File: src/rtl/alu_share_arbiter_if.sv
// ============================================================================
// alu_share_arbiter_if : client request, ALU and response signals of the arbiter
// Rev 1.0
// ============================================================================
`default_nettype none

interface alu_share_arbiter_if #(
  parameter int DATA_W = 32,
  parameter int CTRL_W = 4
);
  logic              req0;
  logic              req1;
  logic [DATA_W-1:0] a0;
  logic [DATA_W-1:0] b0;
  logic [DATA_W-1:0] a1;
  logic [DATA_W-1:0] b1;
  logic [CTRL_W-1:0] ctrl0;
  logic [CTRL_W-1:0] ctrl1;
  logic              gnt0;
  logic              gnt1;
  logic [DATA_W-1:0] alu_a;
  logic [DATA_W-1:0] alu_b;
  logic [CTRL_W-1:0] alu_ctrl;
  logic [DATA_W-1:0] alu_result;
  logic              alu_zero;
  logic              rsp_valid;
  logic              rsp_id;
  logic [DATA_W-1:0] rsp_result;
  logic              rsp_zero;
  logic              rsp_ready;

  modport master (
    output req0, req1, a0, b0, a1, b1, ctrl0, ctrl1, alu_result, alu_zero, rsp_ready,
    input  gnt0, gnt1, alu_a, alu_b, alu_ctrl, rsp_valid, rsp_id, rsp_result, rsp_zero
  );

  modport slave (
    input  req0, req1, a0, b0, a1, b1, ctrl0, ctrl1, alu_result, alu_zero, rsp_ready,
    output gnt0, gnt1, alu_a, alu_b, alu_ctrl, rsp_valid, rsp_id, rsp_result, rsp_zero
  );
endinterface

`default_nettype wire

File: src/rtl/alu_share_arbiter.sv
// ============================================================================
// alu_share_arbiter : two-client arbiter/sequencer for one shared combinational ALU
// Define ALU_ARB_FIXED_PRIO_EN for fixed priority to client 0 (default round-robin)
// Rev 1.0
// ============================================================================
`default_nettype none

module alu_share_arbiter #(
  parameter int                DATA_W    = 32,
  parameter int                CTRL_W    = 4,
  parameter logic [CTRL_W-1:0] IDLE_CTRL = {CTRL_W{1'b1}}
) (
  input  wire logic         clk,
  input  wire logic         rst_n,
  alu_share_arbiter_if.slave bus
);

  localparam logic [1:0] ST_IDLE = 2'd0;
  localparam logic [1:0] ST_EXEC = 2'd1;
  localparam logic [1:0] ST_RESP = 2'd2;

  logic [1:0]        r_state;
  logic [DATA_W-1:0] r_a;
  logic [DATA_W-1:0] r_b;
  logic [CTRL_W-1:0] r_ctrl;
  logic              r_id;
  logic [DATA_W-1:0] r_rsp_result;
  logic              r_rsp_zero;
  logic              r_rsp_id;
  logic              w_sample;
  logic              w_grant;
  logic              w_win;

  assign w_sample = (r_state == ST_IDLE) || ((r_state == ST_RESP) && bus.rsp_ready);
  // rst_n in the term keeps the grant pulses low while reset is held
  assign w_grant  = w_sample && (bus.req0 || bus.req1) && rst_n;

`ifdef ALU_ARB_FIXED_PRIO_EN
  assign w_win = ~bus.req0;
`else
  logic r_last_gnt;

  assign w_win = (bus.req0 && bus.req1) ? ~r_last_gnt : bus.req1;

  always_ff @(posedge clk or negedge rst_n) begin
    if (!rst_n) begin
      r_last_gnt <= 1'b1;
    end else if (w_grant) begin
      r_last_gnt <= w_win;
    end
  end
`endif

  always_ff @(posedge clk or negedge rst_n) begin
    if (!rst_n) begin
      r_state <= ST_IDLE;
    end else begin
      case (r_state)
        ST_IDLE: if (w_grant) r_state <= ST_EXEC;
        ST_EXEC: r_state <= ST_RESP;
        ST_RESP: if (bus.rsp_ready) r_state <= w_grant ? ST_EXEC : ST_IDLE;
        default: r_state <= ST_IDLE;
      endcase
    end
  end

  always_ff @(posedge clk or negedge rst_n) begin
    if (!rst_n) begin
      r_a    <= '0;
      r_b    <= '0;
      r_ctrl <= IDLE_CTRL;
      r_id   <= 1'b0;
    end else if (w_grant) begin
      r_a    <= w_win ? bus.a1    : bus.a0;
      r_b    <= w_win ? bus.b1    : bus.b0;
      r_ctrl <= w_win ? bus.ctrl1 : bus.ctrl0;
      r_id   <= w_win;
    end
  end

  always_ff @(posedge clk or negedge rst_n) begin
    if (!rst_n) begin
      r_rsp_result <= '0;
      r_rsp_zero   <= 1'b0;
      r_rsp_id     <= 1'b0;
    end else if (r_state == ST_EXEC) begin
      r_rsp_result <= bus.alu_result;
      r_rsp_zero   <= bus.alu_zero;
      r_rsp_id     <= r_id;
    end
  end

  assign bus.gnt0       = w_grant && !w_win;
  assign bus.gnt1       = w_grant &&  w_win;
  assign bus.alu_a      = r_a;
  assign bus.alu_b      = r_b;
  // Idle code outside EXEC forces a control transition for every operation
  assign bus.alu_ctrl   = (r_state == ST_EXEC) ? r_ctrl : IDLE_CTRL;
  assign bus.rsp_valid  = (r_state == ST_RESP);
  assign bus.rsp_id     = r_rsp_id;
  assign bus.rsp_result = r_rsp_result;
  assign bus.rsp_zero   = r_rsp_zero;

endmodule

`default_nettype wire

File: src/flat_wrapper.sv
// flat-port wrapper written by rule: the top's interface ports become plain ports
module alu_share_arbiter_flat 
#(
  parameter int                DATA_W    = 32,
  parameter int                CTRL_W    = 4,
  parameter logic [CTRL_W-1:0] IDLE_CTRL = {CTRL_W{1'b1}}
)
  (clk, rst_n, bus_req0, bus_req1, bus_a0, bus_b0, bus_a1, bus_b1, bus_ctrl0, bus_ctrl1, bus_alu_result, bus_alu_zero, bus_rsp_ready, bus_gnt0, bus_gnt1, bus_alu_a, bus_alu_b, bus_alu_ctrl, bus_rsp_valid, bus_rsp_id, bus_rsp_result, bus_rsp_zero);
  alu_share_arbiter_if #(.DATA_W(DATA_W), .CTRL_W(CTRL_W)) bus_i ();
  input  wire logic clk;
  input  wire logic rst_n;
  input wire logic [$bits(bus_i.req0)-1:0] bus_req0;
  input wire logic [$bits(bus_i.req1)-1:0] bus_req1;
  input wire logic [$bits(bus_i.a0)-1:0] bus_a0;
  input wire logic [$bits(bus_i.b0)-1:0] bus_b0;
  input wire logic [$bits(bus_i.a1)-1:0] bus_a1;
  input wire logic [$bits(bus_i.b1)-1:0] bus_b1;
  input wire logic [$bits(bus_i.ctrl0)-1:0] bus_ctrl0;
  input wire logic [$bits(bus_i.ctrl1)-1:0] bus_ctrl1;
  input wire logic [$bits(bus_i.alu_result)-1:0] bus_alu_result;
  input wire logic [$bits(bus_i.alu_zero)-1:0] bus_alu_zero;
  input wire logic [$bits(bus_i.rsp_ready)-1:0] bus_rsp_ready;
  output wire logic [$bits(bus_i.gnt0)-1:0] bus_gnt0;
  output wire logic [$bits(bus_i.gnt1)-1:0] bus_gnt1;
  output wire logic [$bits(bus_i.alu_a)-1:0] bus_alu_a;
  output wire logic [$bits(bus_i.alu_b)-1:0] bus_alu_b;
  output wire logic [$bits(bus_i.alu_ctrl)-1:0] bus_alu_ctrl;
  output wire logic [$bits(bus_i.rsp_valid)-1:0] bus_rsp_valid;
  output wire logic [$bits(bus_i.rsp_id)-1:0] bus_rsp_id;
  output wire logic [$bits(bus_i.rsp_result)-1:0] bus_rsp_result;
  output wire logic [$bits(bus_i.rsp_zero)-1:0] bus_rsp_zero;
  assign bus_i.req0 = bus_req0;
  assign bus_i.req1 = bus_req1;
  assign bus_i.a0 = bus_a0;
  assign bus_i.b0 = bus_b0;
  assign bus_i.a1 = bus_a1;
  assign bus_i.b1 = bus_b1;
  assign bus_i.ctrl0 = bus_ctrl0;
  assign bus_i.ctrl1 = bus_ctrl1;
  assign bus_i.alu_result = bus_alu_result;
  assign bus_i.alu_zero = bus_alu_zero;
  assign bus_i.rsp_ready = bus_rsp_ready;
  assign bus_gnt0 = bus_i.gnt0;
  assign bus_gnt1 = bus_i.gnt1;
  assign bus_alu_a = bus_i.alu_a;
  assign bus_alu_b = bus_i.alu_b;
  assign bus_alu_ctrl = bus_i.alu_ctrl;
  assign bus_rsp_valid = bus_i.rsp_valid;
  assign bus_rsp_id = bus_i.rsp_id;
  assign bus_rsp_result = bus_i.rsp_result;
  assign bus_rsp_zero = bus_i.rsp_zero;
  alu_share_arbiter #(.DATA_W(DATA_W), .CTRL_W(CTRL_W), .IDLE_CTRL(IDLE_CTRL)) u_core (.clk(clk), .rst_n(rst_n), .bus(bus_i));
endmodule
File: config.mk
export PLATFORM = sky130hd
export DESIGN_NAME = alu_share_arbiter_flat
export DESIGN_NICKNAME = d
export VERILOG_FILES = /design/src/rtl/alu_share_arbiter_if.sv /design/src/rtl/alu_share_arbiter.sv /design/src/flat_wrapper.sv
export SDC_FILE = /design/constraint.sdc
export NUM_CORES = 1
export LEC_CHECK = 0
export CAP_MARGIN = 10
export CORE_ASPECT_RATIO = 0.5
export CORE_UTILIZATION = 31
export CTS_CLUSTER_DIAMETER = 150
export DETAILED_ROUTE_END_ITERATION = 6
export GPL_TIMING_DRIVEN = 1
export PLACE_DENSITY_LB_ADDON = 0.15
export SLEW_MARGIN = 20
export SYNTH_ARGS = -nofsm -noshare
export SYNTH_HDL_FRONTEND = slang
export SYNTH_SLANG_ARGS = --single-unit
File: constraint.sdc
create_clock -name clk -period 1.9 [get_ports clk]
set_input_delay 0.285 -clock clk [delete_from_list [all_inputs] [get_ports clk]]
set_output_delay 0.285 -clock clk [all_outputs]
set_load 0.01 [all_outputs]
### Word level (Yosys, flattened, before mapping)

Index checks and enable logic that the tools add are counted.

* output and inout bits: 105
* word-level logic and storage cells: 34
* flip-flop bits (word level): 106

* bitwise operators: 1
* reductions and logical operators: 11
* muxes and demuxes: 9
* equal/unequal tests: 4

Operator list (number)
* two-way mux 32 bit: 2
* two-way mux 4 bit: 2
* logical AND 1 bit: 6
* case mux 2 bit (3 select lines): 1
* two-way mux 2 bit: 2
* equality test 2 x 1 -> 1 bit, second input constant: 1
* equality test 2 bit, second input constant: 1
* logical NOT 2 bit: 1
* logical OR 1 bit: 2
* two-way mux 1 bit: 2
* inequality test 2 x 1 -> 1 bit, second input constant: 1
* inequality test 2 bit, second input constant: 1
* AND reduction 2 bit: 1
* logical NOT 1 bit: 1
* NOT 1 bit: 1

### Depth between registers and ports, before layout

Gate-level depths: netlist of run 1.

* depth after elaboration: 8
* depth in mapped cells: 5

### Worst setup path after synthesis of run 1

OpenSTA, ideal clock, no wires.

* kind: register to register
* start: register u_core.r_last_gnt
* end: register u_core.r_b[15] (netlist: u_core.bus.alu_b[15])
* required time: 1.834 ns
* buffers on the path: 2
* arrival: 1.537 ns
* cell stages (with the launch flop): 6
* setup slack: 0.297 ns
* setup time: 0.066 ns
* period minus slack after synthesis: 1.603 ns
* path through: dfstp_2 > inv_2 > a2111oi_4 > buf_2 > buf_6 > a221o_1

* cells in the longest elaborated chain, start to end: 3

RTL lines
* from (decl): line alu_share_arbiter.sv:41 `logic r_last_gnt;`
* from (signal assigned): line alu_share_arbiter.sv:49 `r_last_gnt <= w_win;`
* NOT 1 bit: line alu_share_arbiter.sv:43 `assign w_win = (bus.req0 && bus.req1) ? ~r_last_gnt : bus.req1;`
* two-way mux 1 bit: line alu_share_arbiter.sv:43
* two-way mux 32 bit: line alu_share_arbiter.sv:75 `r_b <= w_win ? bus.b1 : bus.b0;`
* to (signal assigned): line alu_share_arbiter.sv:75
* to (decl): line alu_share_arbiter.sv:24 `logic [DATA_W-1:0] r_b;`

No other way between the ends.
A chain may end at the register's enable or synchronous reset.

### Worst setup path in the final report of run 1

* start: register u_core.r_last_gnt
* end: register u_core.r_a[14] (netlist: u_core.bus.alu_a[14])

* cells in the longest elaborated chain, start to end: 3

RTL lines
* NOT 1 bit: line alu_share_arbiter.sv:43
* two-way mux 1 bit: line alu_share_arbiter.sv:43
* two-way mux 32 bit: line alu_share_arbiter.sv:74 `r_a <= w_win ? bus.a1 : bus.a0;`
* to (signal assigned): line alu_share_arbiter.sv:74
* to (decl): line alu_share_arbiter.sv:23 `logic [DATA_W-1:0] r_a;`

No other way between the ends.

==> reports/qor.yml, run 1 <==
run_status:
  outcome: "finished, final reports clean"
timing:
  rsz0062_at_grt: "false"
  achievable-frequency_mhz: 548
  relSlewSlack: 0.407
  slew_viol_final: 0
  fin_hold_viols: 0
  setup_ws_post_layout_ns: 0.0756
  skew_ns: 0.00727
  timing.final.setup_violations: 0
  worst_pin_slew_ns: 0.889
  period_minus_slack_ns: 1.82
  fin_crit_sh: 0.960
floorplanning:
  floorplan.io_pins: 279
  die_width_um: 176
  placement_rows: 31
  y_dimension_of_the_die_um: 88.9
  core_area_mm2: 0.0146
  floorplan.die_area_mm2: 0.0156
  floorplan.initialDensity: 0.321
cts:
  number_of_hold_repair_buffers_added_at_the_cts_stage: 0
  clkSlewWorstSetupHoldPaths_ns: 0.08
  cts_buffers: 9
  post-cts-setup-buffer-count: 0
  clock_tree.htree_level_count: 3
  clkLatencyLatePin_ns: 0.34
  cts.root.buffer_cell: "sky130_fd_sc_hd__clkbuf_16"
  cts_tree: "done"
  buffers_from_clock_root_to_sink_at_most: 2
  cts_sinks: 106
pwr:
  peakVddDrop_mv: 0.525
  cellPowerDensity_mw_per_mm2: 1120
  static-leakage-power_nw: 3.21
critical_path:
  cp-start-kind: "flop"
  worstRegToRegCells: 5
  cp_data_required_time_ns: 2.17
  critPathMaxFanout: 47
  critical_path_arrival_ns: 2.10
  critPathCaptureType: "flop"
  rr_startpoint: "u_core.r_last_gnt$_DFFE_PN1P_"
  regToRegEndpoint: "u_core.bus.alu_a[14]$_DFFE_PN0P_"
  r2r_setup_slack_ns: 0.08
  critPathKind: "flop to flop"
job:
  cap_violations: 0
synthesis:
  async_flop_share: 1.00
  synthTopCellsByCount: "sky130_fd_sc_hd__dfrtp_1 (101), sky130_fd_sc_hd__a221o_1 (68), sky130_fd_sc_hd__o31a_1 (68), sky130_fd_sc_hd__mux2_2 (34), sky130_fd_sc_hd__clkbuf_1 (33)"
  synth.top_cells.by_area: "sky130_fd_sc_hd__dfrtp_1 (54%), sky130_fd_sc_hd__a221o_1 (15%), sky130_fd_sc_hd__o31a_1 (13%)"
  number_of_unique_standard_cell_types_used_by_synthesis: 23
  synth_warnings: 0
  synth_largest_type_area_fraction: 0.540
  synth_fp_nets: 516
  synth-main-ff-cell: "sky130_fd_sc_hd__dfrtp_1"
  area_leader_netlist: "sky130_fd_sc_hd__dfrtp_1"
  synth_seq_cells: 106
  post_synth_inst_count: 342
  mean_cell_area_of_the_mapped_netlist_um2: 13.7
  seq_area_frac_synth: 0.568
  post-synth-top-count-cell: "sky130_fd_sc_hd__dfrtp_1"
  synth_edf_count: 0
  synth_area_mm2: 0.00468
global_route:
  number_of_global_route_vias_before_repair: 4249
  globalRoute.totalOverflow: 0
  grt_pass1_wl_mm: 23.0
  antenna_found_initial: 0
  grt_use_total: 0.189
  pin_count_of_the_biggest_net_entering_global_routing: 69
placement:
  dp_worst_setup_slack_ns: -0.296
  dp.cells: 795
  place.port_buffers: 278
  hpwl_mm: 10.7
  gpl.final_weighted_congestion: 0.701
drt:
  drt_pre_antenna_iters: 4
  via_density: 5.18
  postRouteWirelength_mm: 15.2
  vias: 4199
  routed_wire_length_per_instance_um: 18.7
  drt_iter0_drc: 246
  ant_nets: 0
  post-route-drc-count: 0
finish:
  fillers: 1274
  area_growth_syn_to_layout_pct: 72.0
  final_layout_size_suffix_gt1_frac: 0.142
  antenna-diode-count: 0
  final_nets: 782
  finalNonFillerCells: 811
min_path:
  timing.hold.worst.class: "input pin to async pin"
## cell families after synthesis
kind of cell,count (synthesis),synth area share
AO/OA/AOI/OAI,141,0.288
flip-flops,106,0.568
buffers and inverters,46,0.0409
multiplexers,34,0.0818
AND/OR/NAND/NOR,15,0.0211
## what timing repair did
| action | 4_1_cts | 5_1_grt |
|---|---|---|
| endpoints found under the hold margin | 0 | 0 |
| gates resized for setup | 7 | 7 |
| endpoints found under the setup margin | 6 | 52 |
## cell usage in the layout (no fill, tap or decap), types with 4 or more instances in the layout
cell type,Yosys,layout
sky130_fd_sc_hd__a221o_1,68,68
sky130_fd_sc_hd__buf_12,0,4
sky130_fd_sc_hd__buf_4,1,13
sky130_fd_sc_hd__clkbuf_16,0,9
sky130_fd_sc_hd__clkdlybuf4s50_1,0,270
sky130_fd_sc_hd__dfrtp_1,101,101
sky130_fd_sc_hd__dfstp_2,5,5
sky130_fd_sc_hd__dlygate4sd2_1,0,4
sky130_fd_sc_hd__inv_1,4,4
sky130_fd_sc_hd__mux2_2,34,34
sky130_fd_sc_hd__o31a_1,68,68
sky130_fd_sc_hd__or2_2,4,4
## flip-flops by register name, summed over array words and instances (netlist names)
signal / flops
u_core.bus.alu_a: 32
u_core.bus.alu_b: 32
u_core.bus.rsp_id: 1
u_core.bus.rsp_result: 32
u_core.bus.rsp_zero: 1
u_core.r_ctrl: 4
u_core.r_id: 1
u_core.r_last_gnt: 1
u_core.r_state: 2
## worst max-delay path, cell delays in order, from the launching register on
cell and delay (ns):
sky130_fd_sc_hd__dfstp_2 0.55, sky130_fd_sc_hd__inv_2 0.05, sky130_fd_sc_hd__a2111oi_4 0.39, sky130_fd_sc_hd__buf_6 0.27
sky130_fd_sc_hd__buf_12 0.26, sky130_fd_sc_hd__a221o_1 0.20
## per-stage QoR
step	hold WS, ns	instance area (um2)	total power, mW	TNS [ns]	util
2_1_floorplan	-0.0106	4680	4.93	0	-
3_3_place_gp	0.487	7740	7.05	-12.97	0.530
3_5_place_dp	0.493	7740	7.10	-15.32	0.530
4_1_cts	0.239	8040	9.08	0	0.551
5_1_grt	0.273	8050	9.48	0	0.552
6_report	0.206	8050	8.98	0	0.552
## routing by layer
metal,up-vias,share of wire,track usage
li1,1917,-,-
met1,2118,0.43,0.237
met2,151,0.50,0.336
met3,13,0.059,0.0451
met4,0,0.012,0.0403
met5,-,0,0
## final cells by class
| class | count | area, um2 | share of cell area |
|---|---|---|---|
| repair buffers | 296 | 2960 | 0.368 |
| flip-flops and latches | 106 | 2660 | 0.330 |
| multi-input cells | 190 | 1850 | 0.230 |
| well taps | 198 | 248 | 0.0308 |
| clock buffers | 10 | 239 | 0.0297 |
| clock inverters | 6 | 73.8 | 0.00917 |
| inverters | 5 | 18.8 | 0.00233 |
## report_power, final
part	total [mW]	internal, mW	switching, mW
clock	1.96	1.08	0.885
sequential	3.38	2.99	0.385
combinational	3.64	2.31	1.33
total	8.98	6.38	2.60
## worst max-delay path by stage
stage | startpoint | to | slack (ns) | cells after the start
global placement | bus_req0 | u_core.bus.alu_b[1]$_DFFE_PN0P_ | -0.24 | 6
CTS | u_core.r_last_gnt$_DFFE_PN1P_ | bus_gnt0 | 0.0009 | 3
detailed placement | bus_req0 | u_core.bus.alu_b[3]$_DFFE_PN0P_ | -0.30 | 6
global route | u_core.r_last_gnt$_DFFE_PN1P_ | u_core.bus.alu_a[25]$_DFFE_PN0P_ | 0.03 | 5
floorplan | u_core.r_last_gnt$_DFFE_PN1P_ | u_core.bus.alu_b[15]$_DFFE_PN0P_ | 0.30 | 5
finish | u_core.r_last_gnt$_DFFE_PN1P_ | u_core.bus.alu_a[14]$_DFFE_PN0P_ | 0.08 | 5
(Power assumes the default switching activity.)
==> run 2: changes to the inputs <==
Settings changed: DONT_BUFFER_PORTS set to 1.
==> reports/qor.yml, run 2 (synthesis results as in run 1) <==
run_status:
  outcome: "finished, violations left"
  failed_checks: "negative hold slack"
drt:
  drt_iter0_drc: 148
  drt_pre_antenna_iters: 4
  ant_nets: 0
  postRouteWirelength_mm: 12.9
  post-route-drc-count: 0
  routed_wire_length_per_instance_um: 24.2
  via_density: 5.96
  vias: 3185
floorplanning:
  core_area_mm2: 0.0146
  y_dimension_of_the_die_um: 88.9
  floorplan.initialDensity: 0.321
  floorplan.die_area_mm2: 0.0156
  floorplan.io_pins: 279
  placement_rows: 31
  die_width_um: 176
pwr:
  peakVddDrop_mv: 0.411
  static-leakage-power_nw: 2.10
  cellPowerDensity_mw_per_mm2: 1350
cts:
  clock_tree.htree_level_count: 3
  clkSlewWorstSetupHoldPaths_ns: 0.08
  cts_tree: "done"
  buffers_from_clock_root_to_sink_at_most: 2
  cts.root.buffer_cell: "sky130_fd_sc_hd__clkbuf_16"
  cts_sinks: 106
  clkLatencyLatePin_ns: 0.35
  cts_buffers: 9
finish:
  antenna-diode-count: 0
  final_layout_size_suffix_gt1_frac: 0.250
  area_growth_syn_to_layout_pct: 12.1
  most-common-layout-cells: "sky130_fd_sc_hd__dfrtp_1 (101), sky130_fd_sc_hd__o31a_1 (68), sky130_fd_sc_hd__a221o_1 (68), sky130_fd_sc_hd__mux2_2 (34), sky130_fd_sc_hd__buf_4 (14)"
  post-route-cell-area_mm2: 0.00525
  final_nets: 505
  layout_commonest_cell: "sky130_fd_sc_hd__dfrtp_1"
  fillers: 1409
placement:
  hpwl_mm: 8.87
  dpl-instance-area_mm2: 0.00491
  place.port_buffers: 0
  gpl.final_weighted_congestion: 0.701
  dp_worst_setup_slack_ns: 0.213
timing:
  rsz0062_at_grt: "true"
  setup_ws_post_layout_ns: 0.0223
  skew_ns: 0.00870
  holdWs_ns: -0.377
  setup_total_negative_slack_ns: 0
  timing.final.setup_violations: 0
  worst_pin_slew_ns: 0.507
  relSlewSlack: 0.662
  fin_crit_sh: 0.988
  period_minus_slack_ns: 1.88
  achievable-frequency_mhz: 533
  slew_viol_final: 0
  fin_hold_viols: 106
critical_path:
  critPathCaptureType: "output port"
  cp_data_required_time_ns: 1.62
  critPathMaxFanout: 22
  cp-start-kind: "flop"
  critPathKind: "flop to output port"
  critical_path_arrival_ns: 1.59
global_route:
  grt_pass1_wl_mm: 18.4
  globalRoute.totalOverflow: 0
  pin_count_of_the_biggest_net_entering_global_routing: 108
  grt_use_total: 0.156
  antenna_found_initial: 0
  number_of_global_route_vias_before_repair: 3207
job:
  cap_violations: 0
min_path:
  timing.hold.worst.class: "input pin to async pin"
==> run 2: cell types whose count changed in the layout (fill, tap and decap cells not counted), sizes merged <==
cell,change
buf,-1
bufbuf,+1
bufinv,-1
clkbuf,-2
clkdlybuf4s50,-270
clkinv,+2
clkinvlp,+1
dlygate4sd2,-4
dlymetal6s2s,-1
inv,-2
==> run 2: power by group <==
group          total, mW  leakage, nW  switching (mW)  internal (mW)
sequential          3.87         1.28           0.869           3.00
combinational       1.47        0.700           0.590          0.883
clock               1.75        0.125           0.854          0.892
==> run 2: path summary, 6_finish.rpt <==
kind                       slack [ns]  cells after the start                                     to                          start
max in group asynchronous        2.07                      0           u_core.r_ctrl[3]$_DFFE_PN1P_                          rst_n
max reg2reg                      0.09                      5        u_core.bus.alu_b[2]$_DFFE_PN0P_  u_core.r_last_gnt$_DFFE_PN1P_
min in group clk                 0.04                      1          u_core.r_state[1]$_DFFE_PN0P_                  bus_rsp_ready
min                             -0.38                      0  u_core.bus.rsp_result[12]$_DFFE_PN0N_                          rst_n
min reg2reg                      0.53                      2          u_core.r_last_gnt$_DFFE_PN1P_  u_core.r_last_gnt$_DFFE_PN1P_
max                              0.02                      3                               bus_gnt0  u_core.r_last_gnt$_DFFE_PN1P_
==> run 2: layout make-up <==
| type | instances | area (um2) | share of cell area |
|---|---|---|---|
| sequential | 106 | 2660 | 0.507 |
| multi-input combinational | 190 | 1850 | 0.352 |
| tap | 198 | 248 | 0.0472 |
| clock buffer | 10 | 229 | 0.0437 |
| timing repair buffer | 19 | 200 | 0.0382 |
| clock inverter | 6 | 45.0 | 0.00859 |
| inverter | 5 | 18.8 | 0.00358 |
==> run 2: metrics by stage <==
step                      power, mW  cells  utilization  hold WS [ns]
after floorplan                4.93    342            -       -0.0106
after global placement         5.28    514        0.337      -0.00821
after detailed placement       5.38    514        0.337      -0.00882
after CTS                      7.16    532        0.359        -0.392
after global routing           7.46    534        0.360        -0.403
final                          7.09    534        0.360        -0.377
==> run 2: what timing repair did <==
action | CTS | global route
resized for setup | 2 | 0
pin swaps | 2 | 0
cloned | 1 | 0
hold endpoints to repair | 106 | 106
endpoints found under the setup margin | 2 | 2
buffers inserted | 1 | 2
==> run 2: layer usage <==
layer	GRT usage	routed length, um
met1	0.188	5120
met2	0.277	6810
met3	0.0455	853
met4	0.0387	131
met5	0	0
==> run 2: worst max-delay path, stage by stage, from the launching register on <==
cell                        delay, ns
sky130_fd_sc_hd__dfstp_2         0.59
sky130_fd_sc_hd__inv_2           0.06
sky130_fd_sc_hd__a2111oi_4       0.37
sky130_fd_sc_hd__buf_12          0.22
==> run 3: changes to the inputs <==
Settings changed: CAP_MARGIN 10 to 20, HOLD_SLACK_MARGIN set to 0.08.
==> reports/qor.yml, run 3 (synthesis results as in run 1) <==
pwr:
  totalPowerFinal_mw: 7.33
  internal-power_mw: 4.94
  cellPowerDensity_mw_per_mm2: 1130
  clock_power_share: 0.238
  power_switching_share: 0.326
  seqPwrFrac: 0.530
  power.switching_mw: 2.39
  combinational_fraction_of_design_power: 0.232
  peakVddDrop_mv: 0.445
  static-leakage-power_nw: 2.61
critical_path:
  critical_path_arrival_ns: 1.59
  critPathKind: "flop to output port"
  critPathMaxFanout: 22
  critPathCaptureType: "output port"
  cp_data_required_time_ns: 1.62
  cp-start-kind: "flop"
run_status:
  outcome: "finished, violations left"
  failed_checks: "negative hold slack"
timing:
  skew_ns: 0.00756
  achievable-frequency_mhz: 533
  relSlewSlack: 0.660
  setup_ws_post_layout_ns: 0.0240
  holdWs_ns: -0.374
  fin_hold_viols: 106
  worst_pin_slew_ns: 0.510
  slew_viol_final: 0
  fin_crit_sh: 0.987
  timing.final.setup_violations: 0
  rsz0062_at_grt: "true"
  period_minus_slack_ns: 1.88
drt:
  postRouteWirelength_mm: 14.4
  drt_pre_antenna_iters: 5
  vias: 3728
  top_layer: "met4"
  routed-wl-met3_um: 913
  ant_nets: 0
  wirelength_met1_mm: 5.66
  post-route-drc-count: 0
  drt_iter0_drc: 158
  routed_wire_length_per_instance_um: 21.9
  wl_met2_mm: 7.56
  via_density: 5.69
floorplanning:
  floorplan.initialDensity: 0.321
  floorplan.io_pins: 279
  core_area_mm2: 0.0146
  placement_rows: 31
  floorplan.die_area_mm2: 0.0156
  die_width_um: 176
  y_dimension_of_the_die_um: 88.9
placement:
  place.port_buffers: 0
  dp_worst_setup_slack_ns: 0.213
  hpwl_mm: 8.87
  dpl-instance-area_mm2: 0.00491
  gpl.final_weighted_congestion: 0.701
cts:
  cts_sinks: 106
  clkSlewWorstSetupHoldPaths_ns: 0.07
  clock_tree.htree_level_count: 3
  buffers_from_clock_root_to_sink_at_most: 2
  cts_buffers: 9
  cts.root.buffer_cell: "sky130_fd_sc_hd__clkbuf_16"
  clkLatencyLatePin_ns: 0.35
  cts_tree: "done"
finish:
  layout_commonest_cell: "sky130_fd_sc_hd__dlygate4sd3_1"
  final_nets: 626
  most-common-layout-cells: "sky130_fd_sc_hd__dlygate4sd3_1 (121), sky130_fd_sc_hd__dfrtp_1 (101), sky130_fd_sc_hd__o31a_1 (68), sky130_fd_sc_hd__a221o_1 (68), sky130_fd_sc_hd__mux2_2 (34)"
  final_layout_size_suffix_gt1_frac: 0.184
  post-route-cell-area_mm2: 0.00646
  antenna-diode-count: 0
  area_growth_syn_to_layout_pct: 37.9
global_route:
  grt_use_total: 0.170
  pin_count_of_the_biggest_net_entering_global_routing: 108
  number_of_global_route_vias_before_repair: 3658
  grt_pass1_wl_mm: 20.1
  globalRoute.totalOverflow: 0
  antenna_found_initial: 0
job:
  cap_violations: 0
min_path:
  timing.hold.worst.class: "input pin to async pin"
run 3: final timing paths:
path	from	end	slack, ns	depth (start not counted)
worst max-delay path	u_core.r_last_gnt$_DFFE_PN1P_	bus_gnt0	0.02	3
min in group clk	bus_a1[25]	u_core.bus.alu_a[25]$_DFFE_PN0P_	0.08	1
worst max register to register	u_core.r_state[1]$_DFFE_PN0P_	u_core.bus.alu_a[13]$_DFFE_PN0P_	0.08	5
worst min-delay path	rst_n	u_core.bus.rsp_result[23]$_DFFE_PN0N_	-0.37	0
worst min register to register	u_core.r_last_gnt$_DFFE_PN1P_	u_core.r_last_gnt$_DFFE_PN1P_	0.53	2
max in group asynchronous	rst_n	u_core.r_ctrl[2]$_DFFE_PN1P_	2.06	0
run 3: stage by stage:
stage	TNS [ns]	std cells	util
3_5_place_dp	0	514	0.337
6_report	0	655	0.443
3_3_place_gp	0	514	0.337
4_1_cts	0	631	0.427
2_1_floorplan	0	342	-
5_1_grt	-0.0269	655	0.443
run 3: critical path, stage by stage, from the launching register on:
cell and delay, ns:
sky130_fd_sc_hd__dfstp_2 0.59, sky130_fd_sc_hd__inv_2 0.06, sky130_fd_sc_hd__a2111oi_4 0.37, sky130_fd_sc_hd__buf_12 0.22
run 3: per-layer routing:
layer	GRT usage	vias up
met2	0.309	175
met5	0	-
li1	-	1605
met1	0.197	1926
met3	0.0472	22
met4	0.0553	0
run 3: layout make-up:
class	count	area, um2
well taps	198	248
repair buffers	140	1410
fillers	1317	8130
multi-input cells	190	1850
clock inverters	6	45.0
clock buffers	10	229
flip-flops and latches	106	2660
inverters	5	18.8
run 3: power groups by stage:
stage | clock [mW] | sequential [mW] | combinational (mW)
2_1_floorplan | 0 | 3.71 | 1.22
3_3_place_gp | 0 | 3.91 | 1.37
3_5_place_dp | 0 | 3.92 | 1.45
4_1_cts | 1.80 | 3.88 | 1.65
5_1_grt | 1.90 | 3.96 | 1.84
6_report | 1.74 | 3.88 | 1.70
run 3: repair_timing:
item,in CTS,in global routing
resized for setup,2,0
hold buffers,99,22
setup buffers,1,2
gates cloned,1,0
endpoints found under the setup margin,2,2
pin swaps,2,0
hold endpoints to repair,171,122
